$ cat config.mk
export PLATFORM = sky130hd
export DESIGN_NAME = twd_stage_ctrl
export DESIGN_NICKNAME = d
export VERILOG_FILES = /design/src/rtl/twd_stage_ctrl.sv
export SDC_FILE = /design/constraint.sdc
export NUM_CORES = 1
export LEC_CHECK = 0
export CORE_MARGIN = 1
export CORE_UTILIZATION = 45
export CTS_CLUSTER_SIZE = 10
export DETAILED_ROUTE_END_ITERATION = 16
export PLACE_DENSITY = 0.85
export SYNTH_ARGS = -nofsm -noshare
export SYNTH_HDL_FRONTEND = slang
export SYNTH_SLANG_ARGS = --single-unit
$ cat constraint.sdc
create_clock -name clk -period 1.3 [get_ports clk]
set_input_delay 0.13 -clock clk [delete_from_list [all_inputs] [get_ports clk]]
set_output_delay 0.13 -clock clk [all_outputs]
set_load 0.005 [all_outputs]
$ cat src/rtl/twd_stage_ctrl.sv
// Frame-aware twiddle-index sequencer for one radix-2 FFT stage, with a matching delay line for the valid/sof/eof markers.
// Build option: define TWD_STAGE_CTRL_STALL_EN to hold the frame across in_valid gaps instead of aborting it.
module twd_stage_ctrl #(
  parameter int unsigned CLK_CNT  = 4,
  parameter int unsigned PIPE_LAT = 3
) (
  input  logic               clk,
  input  logic               rstn,
  input  logic               clr,
  input  logic               in_valid,
  output logic [CLK_CNT-1:0] twd_idx,
  output logic               in_sof,
  output logic               in_eof,
  output logic               out_valid,
  output logic               out_sof,
  output logic               out_eof,
  output logic               frame_done,
  output logic               busy,
  output logic               err
);

  localparam logic [CLK_CNT-1:0] CNT_MAX = '1;

`ifdef TWD_STAGE_CTRL_STALL_EN
  typedef enum logic [1:0] {IDLE = 2'd0, RUN = 2'd1, STALL = 2'd2} state_t;
`else
  typedef enum logic [1:0] {IDLE = 2'd0, RUN = 2'd1} state_t;
`endif

  state_t             state_q, state_d;
  logic [CLK_CNT-1:0] cnt_q, cnt_d;
  logic               err_d;
  logic [2:0]         dly_q [PIPE_LAT];
  logic               dly_any;

`ifndef TWD_STAGE_CTRL_STALL_EN
  logic err_q;
`endif

  always_ff @(posedge clk or negedge rstn) begin
    if (!rstn) begin
      state_q <= IDLE;
      cnt_q   <= '0;
`ifndef TWD_STAGE_CTRL_STALL_EN
      err_q   <= 1'b0;
`endif
    end else begin
      state_q <= state_d;
      cnt_q   <= cnt_d;
`ifndef TWD_STAGE_CTRL_STALL_EN
      err_q   <= err_d;
`endif
    end
  end

  // cnt is always 0 in IDLE, so IDLE acceptance is the same +1 step as RUN.
  always_comb begin
    state_d = state_q;
    cnt_d   = cnt_q;
    err_d   = 1'b0;
    if (clr) begin
      state_d = IDLE;
      cnt_d   = '0;
    end else begin
      case (state_q)
        IDLE: begin
          if (in_valid) begin
            cnt_d   = cnt_q + 1'b1;
            state_d = RUN;
          end
        end
`ifdef TWD_STAGE_CTRL_STALL_EN
        RUN, STALL: begin
          if (in_valid) begin
            if (cnt_q == CNT_MAX) begin
              cnt_d   = '0;
              state_d = IDLE;
            end else begin
              cnt_d   = cnt_q + 1'b1;
              state_d = RUN;
            end
          end else begin
            state_d = STALL;
          end
        end
`else
        RUN: begin
          if (in_valid) begin
            if (cnt_q == CNT_MAX) begin
              cnt_d   = '0;
              state_d = IDLE;
            end else begin
              cnt_d = cnt_q + 1'b1;
            end
          end else begin
            cnt_d   = '0;
            state_d = IDLE;
            err_d   = 1'b1;
          end
        end
`endif
        default: begin
          state_d = IDLE;
          cnt_d   = '0;
        end
      endcase
    end
  end

  // The stage pipeline never stalls, so the marker line shifts every cycle.
  always_ff @(posedge clk or negedge rstn) begin
    if (!rstn) begin
      for (int unsigned i = 0; i < PIPE_LAT; i++) dly_q[i] <= '0;
    end else if (clr) begin
      for (int unsigned i = 0; i < PIPE_LAT; i++) dly_q[i] <= '0;
    end else begin
      dly_q[0] <= {in_valid, in_valid & in_sof, in_valid & in_eof};
      for (int unsigned i = 1; i < PIPE_LAT; i++) dly_q[i] <= dly_q[i-1];
    end
  end

  always_comb begin
    dly_any = 1'b0;
    for (int unsigned i = 0; i < PIPE_LAT; i++) dly_any = dly_any | (|dly_q[i]);
  end

  always_comb begin
    twd_idx    = cnt_q;
    in_sof     = (cnt_q == '0);
    in_eof     = (cnt_q == CNT_MAX);
    out_valid  = dly_q[PIPE_LAT-1][2];
    out_sof    = dly_q[PIPE_LAT-1][1];
    out_eof    = dly_q[PIPE_LAT-1][0];
    frame_done = dly_q[PIPE_LAT-1][0];
    busy       = (state_q != IDLE) | dly_any;
`ifdef TWD_STAGE_CTRL_STALL_EN
    err        = 1'b0;
`else
    err        = err_q;
`endif
  end

endmodule

==> results.toml, run 1 <==
[run_status]
status = "finished with violations"
violations = "negative setup slack"

[critical_path]
cp_data_required_time_ns = 1.17
critPathKind = "reg -> out"
cp-start-kind = "register"
worstPathArrival_ns = 1.32
critPathCaptureType = "output port"
path_max_fanout = 3

[synthesis]
synthCells = 55
synth_compound_area_frac = 0.0484
synthSimpleGateAreaFrac = 0.276
synthAdderAreaFrac = 0.0403
syn_nets = 61
synth_top_cell_area_share = 0.605
synth_area_um2 = 621
ys_types = 21
synth_top_family_by_area = "simple AND/OR/NAND/NOR gates"
synth_mux_area_frac = 0
ys_seq_area_frac = 0.605
synth.yosys.warnings = 0
synth_xor_area_frac = 0
syn_area_per_cell_um2 = 11.3
synthTopCellsByArea = "dfrtp_1 (60%), nor2b_1 (8.1%), ha_1 (4.0%)"
synth_top_cell_by_area = "dfrtp_1"
ys_seq_elements = 15

[floorplanning]
die_area_um2 = 1530
initial_core_util = 0.483
rows = 13
die_w_um = 39.1
die_height_um = 39.1
io-pin-count = 16
core_um2 = 1280

[finish]
drive_gt1_frac = 0.407
n_antenna_cell = 0
final_util = 0.782
fin_nets = 98
fillers = 78
area_growth_pct = 61.9

[hold_path]
hp-class = "in -> async"

[clocking]
clk_path_buf_depth = 2
cts_buffers = 3
cts_root_buf = "clkbuf_4"
clk_latency_ns = 0.29
clk_pin_slew_ns = 0.09
hold_buffers = 0
clock-sinks = 15
h-tree-depth = 1
cts_tree = "done"

[routing]
dr.pass1.iters = 4
route.detailed.drc = 0
drt_iter0_markers = 14
drtAntennaViolNets = 0
wl_per_cell_um = 17.2
via_per_inst = 5.42
num_vias = 574
wl_mm = 1.82

[grt]
grt_pass1_vias = 548
antenna_found_initial = 0
grt_use_total = 0.276
grt_first_pass_wirelength_mm = 2.62
grt_max_degree = 16
globalRouteOverflowTotal = 0

[run]
maxCapViolations = 0

[place]
dp_hpwl_um = 984
gp_congestion = 0.838
dpl_worst_slack_ns = -0.233
numPortBuffers = 15

[power_and_ir_drop]
finalPower_uw = 920
power.density_nw_per_um2 = 916
power_leakage_nw = 0.531
ir_drop_uv = 928

[timing]
finalCriticalPeriod_ns = 1.45
slew_viol_final = 0
finClkSkew_ns = 0.00511
final.setup.tns_ns = -0.353
min_period_over_period = 1.11
clock.fmax_mhz = 692
fin_ws_ns = -0.146
relSlewSlack = 0.776
finalHoldViolCount = 0
tightest_slew_ns = 0.333
setup_violations = 6
rsz0062_at_grt = "true"
## cell usage in the layout (no fill, tap or decap), types with 3 or more instances in the layout
cell and count:
buf_4 17, nor2b_1 8, nand3_1 3, buf_6 3
clkbuf_4 3, dlygate4sd2_1 3, dfrtp_1 14, clkdlybuf4s50_1 4
and2_1 3, nor2_1 3, dlymetal6s2s_1 3
## worst max-delay path: stages, from the launching register on
cell and delay (ns):
dfrtp_1 0.40, buf_6 0.13, inv_4 0.05, ha_4 0.11, nor3b_4 0.18, buf_2 0.14
## timing repair
| action | 4_1_cts | 5_1_grt |
|---|---|---|
| pin swaps | 8 | 1 |
| buffers inserted | 6 | 1 |
| gates resized for setup | 31 | 9 |
| setup endpoints to repair | 8 | 13 |
## worst paths after layout
check	slack (ns)	cells past startpoint	to	startpoint
max	-0.15	5	in_sof	twd_idx[0]
min	0.14	2	out_valid	rstn
max reg2reg	-0.03	6	twd_idx[0]	twd_idx[0]
min reg2reg	0.53	1	out_valid	dly_q[5]
max in group asynchronous	0.97	2	twd_idx[1]	rstn
min in group clk	0.53	1	out_valid	dly_q[5]
## flip-flops by register name, summed over array words and instances, names as in the netlist
name,flops
state_q,1
out_valid,1
err,1
frame_done,1
dly_q,6
twd_idx,4
out_sof,1
## report_power, final
| part | internal (mW) | leakage (nW) | switching [mW] |
|---|---|---|---|
| clock | 0.119 | 0.0150 | 0.158 |
| sequential | 0.481 | 0.202 | 0.0120 |
| combinational | 0.0852 | 0.313 | 0.0646 |
## through the flow
stage	cell area (µm²)	cells	hold slack, ns
after floorplan	621	55	-0.166
after global placement	868	95	0.461
after detailed placement	868	95	0.458
after CTS	978	105	0.164
after global routing	1000	106	0.163
final	1000	106	0.144
## cell families (layout without fill, tap and decap cells)
group / Yosys count / count (layout)
AND/OR/NAND/NOR: 29 / 29
flip-flops: 15 / 15
AO/OA/AOI/OAI: 5 / 5
buffers and inverters: 4 / 40
adder cells (fa/ha/maj): 2 / 2
## cell type report
| class | instances | area [µm²] | share of cell area |
|---|---|---|---|
| sequential | 15 | 377 | 0.375 |
| timing repair buffer | 34 | 290 | 0.289 |
| multi-input combinational | 36 | 283 | 0.281 |
| clock buffer | 4 | 26.3 | 0.0262 |
| tap | 15 | 18.8 | 0.0187 |
| inverter | 2 | 10.0 | 0.00996 |
## routing by layer
layer | track usage | wire length (µm) | share of wire
met2 | 0.463 | 938 | 0.52
met3 | 0.0520 | 123 | 0.068
met4 | 0.103 | 27 | 0.015
met1 | 0.348 | 730 | 0.40
met5 | 0 | 0 | 0
## synthesized netlist by cell type, drive strengths merged
master / count
dfrtp: 15
nor2b: 8
and2: 3
nand3: 3
nor2: 3
nor4: 3
a21oi: 2
ha: 2
inv: 2
nand2: 2
nand4: 2
a31o: 1
a31oi: 1
and3: 1
buf: 1
clkbuf: 1
nand2b: 1
nand3b: 1
nor3b: 1
o21ai: 1
or3b: 1
Power figures use the tool's default switching activity.
==> inputs of run 2 (changes only) <==
--- a/config.mk
+++ b/config.mk
@@ -9,7 +9,7 @@
 export CORE_UTILIZATION = 45
 export CTS_CLUSTER_SIZE = 10
 export DETAILED_ROUTE_END_ITERATION = 16
-export PLACE_DENSITY = 0.85
+export PLACE_DENSITY = 0.75
 export SYNTH_ARGS = -nofsm -noshare
 export SYNTH_HDL_FRONTEND = slang
 export SYNTH_SLANG_ARGS = --single-unit
==> run 2 against run 1 <==
The run still ends with negative setup slack left. Total power fell by 2.1%. Clock power is 2% lower. Die area did not move. Wire length down 25%. Non-clock buffer count decreased by 2. Sequential power is essentially flat. Clock skew shrank 0.0012 ns. Register-to-register slack about the same. Via count down 4.4%. Global-route usage fell by 6.2 points. Setup slack got worse by 0.0089 ns. First-iteration DRC count down 43%.
==> results.toml, run 2 (synthesized netlist as in run 1, its figures left out) <==
[grt]
grt_first_pass_wirelength_mm = 2.10
met3_usage = 0.0405
grt_max_degree = 16
top_usage_layer = "met1"
use_met1 = 0.306
antenna_found_initial = 0
grt_pass1_vias = 464
globalRouteOverflowTotal = 0
use_met2 = 0.288
grt_use_total = 0.214

[finish]
final_util = 0.763
top_register = "dly_q"
n_antenna_cell = 0
fillers = 96
fin_cells = 104
seqCellArea_um2 = 375
fin_nets = 96
drive_gt1_frac = 0.382
area_growth_pct = 58.1
final_area_um2 = 981
largest_register_ffs = 6
most-common-layout-cells = "dfrtp_1 (15), buf_4 (15), nor2b_1 (8)"
multi_input_area_um2 = 269

[timing]
slew_viol_final = 0
finalHoldViolCount = 0
whs_ns = 0.148
clock.fmax_mhz = 687
relSlewSlack = 0.827
tightest_slew_ns = 0.259
rsz0062_at_grt = "true"
finClkSkew_ns = 0.00387
setup_violations = 6
min_period_over_period = 1.12
fin_ws_ns = -0.155
finalCriticalPeriod_ns = 1.45

[routing]
route.detailed.drc = 0
dr.pass1.iters = 4
num_vias = 549
via_per_inst = 5.28
wl_per_cell_um = 13.2
drt_iter0_markers = 8
wl_mm = 1.37
drtAntennaViolNets = 0

[clocking]
cts_root_buf = "clkbuf_4"
clk_path_buf_depth = 2
cts_buffers = 3
clk_pin_slew_ns = 0.09
hold_buffers = 0
h-tree-depth = 1
cts_tree = "done"
clk_latency_ns = 0.28
clock-sinks = 15

[place]
dpl_cell_area_um2 = 853
dp_hpwl_um = 873
numPortBuffers = 15
gp_congestion = 0.746
placed_cells = 93

[power_and_ir_drop]
pwr-share-seq = 0.543
power_leakage_nw = 0.522
ir_drop_uv = 630
p_sw_uw = 225
comb_power_share = 0.155
power.density_nw_per_um2 = 919
switching_share = 0.249
clkPwrFrac = 0.302
finalPower_uw = 901
intPower_uw = 676

[floorplanning]
rows = 13
die_w_um = 39.1
die_height_um = 39.1
io-pin-count = 16
core_um2 = 1280
initial_core_util = 0.483
die_area_um2 = 1530

[run_status]
violations = "negative setup slack"
status = "finished with violations"

[critical_path]
worstPathArrival_ns = 1.32
timing.rr.start = "twd_idx[1]"
critPathCaptureType = "output port"
r2r_end = "twd_idx[3]"
cp_data_required_time_ns = 1.17
path_max_fanout = 2
cp-start-kind = "register"
critPathKind = "reg -> out"
r2r_slack_ns = -0.03
reg2reg_depth = 5

[run]
maxCapViolations = 0

[hold_path]
hp-class = "in -> async"
==> run 2: stage by stage <==
| step | setup TNS [ns] | setup slack [ns] |
|---|---|---|
| floorplan | 0 | 0.174 |
| global placement | -0.276 | -0.161 |
| detailed placement | -0.390 | -0.228 |
| CTS | -0.283 | -0.132 |
| global route | -0.728 | -0.185 |
| finish | -0.368 | -0.155 |
==> run 2: per-layer routing <==
metal  part of all wire  vias to the layer above  wire, µm
met4              0.018                        0        25
met5                  0                        -         0
met2               0.50                       15       687
met1               0.43                      270       594
li1                   -                      260         -
met3              0.045                        4        62
==> run 2: worst max-delay path, cell delays in order (launching register included) <==
cell	delay, ns
dfrtp_1	0.40
buf_6	0.13
inv_4	0.06
ha_4	0.12
nor3b_4	0.19
buf_2	0.14
==> run 2: how the worst max path moves through the flow <==
stage               start        to  slack (ns)  cells after the start
4_1_cts        twd_idx[1]    in_sof       -0.13                      5
3_5_place_dp   twd_idx[0]    in_sof       -0.23                      4
2_1_floorplan  twd_idx[0]  dly_q[6]        0.17                      3
5_1_grt        twd_idx[0]    in_sof       -0.18                      5
3_3_place_gp   twd_idx[0]    in_sof       -0.16                      4
6_report       twd_idx[0]    in_sof       -0.15                      5
==> run 2: power by group through the flow <==
stage / combinational (mW) / clock (mW) / sequential (mW)
2_1_floorplan: 0.0364 / 0 / 0.499
3_3_place_gp: 0.111 / 0 / 0.497
3_5_place_dp: 0.114 / 0 / 0.498
4_1_cts: 0.126 / 0.280 / 0.489
5_1_grt: 0.151 / 0.302 / 0.492
6_report: 0.140 / 0.272 / 0.490
==> run 2: what timing repair did <==
item,4_1_cts,5_1_grt
buffers inserted,7,0
gates resized for setup,29,9
pin swaps,6,3
cloned,0,0
endpoints found under the setup margin,9,10
==> run 2: final cells by class <==
class                           instances  share of cell area
Clock buffer                            3              0.0230
Clock inverter                          1             0.00765
Inverter                                2              0.0128
Multi-Input combinational cell         36               0.274
Sequential cell                        15               0.383
Tap cell                               15              0.0191
Timing Repair Buffer                   32               0.281
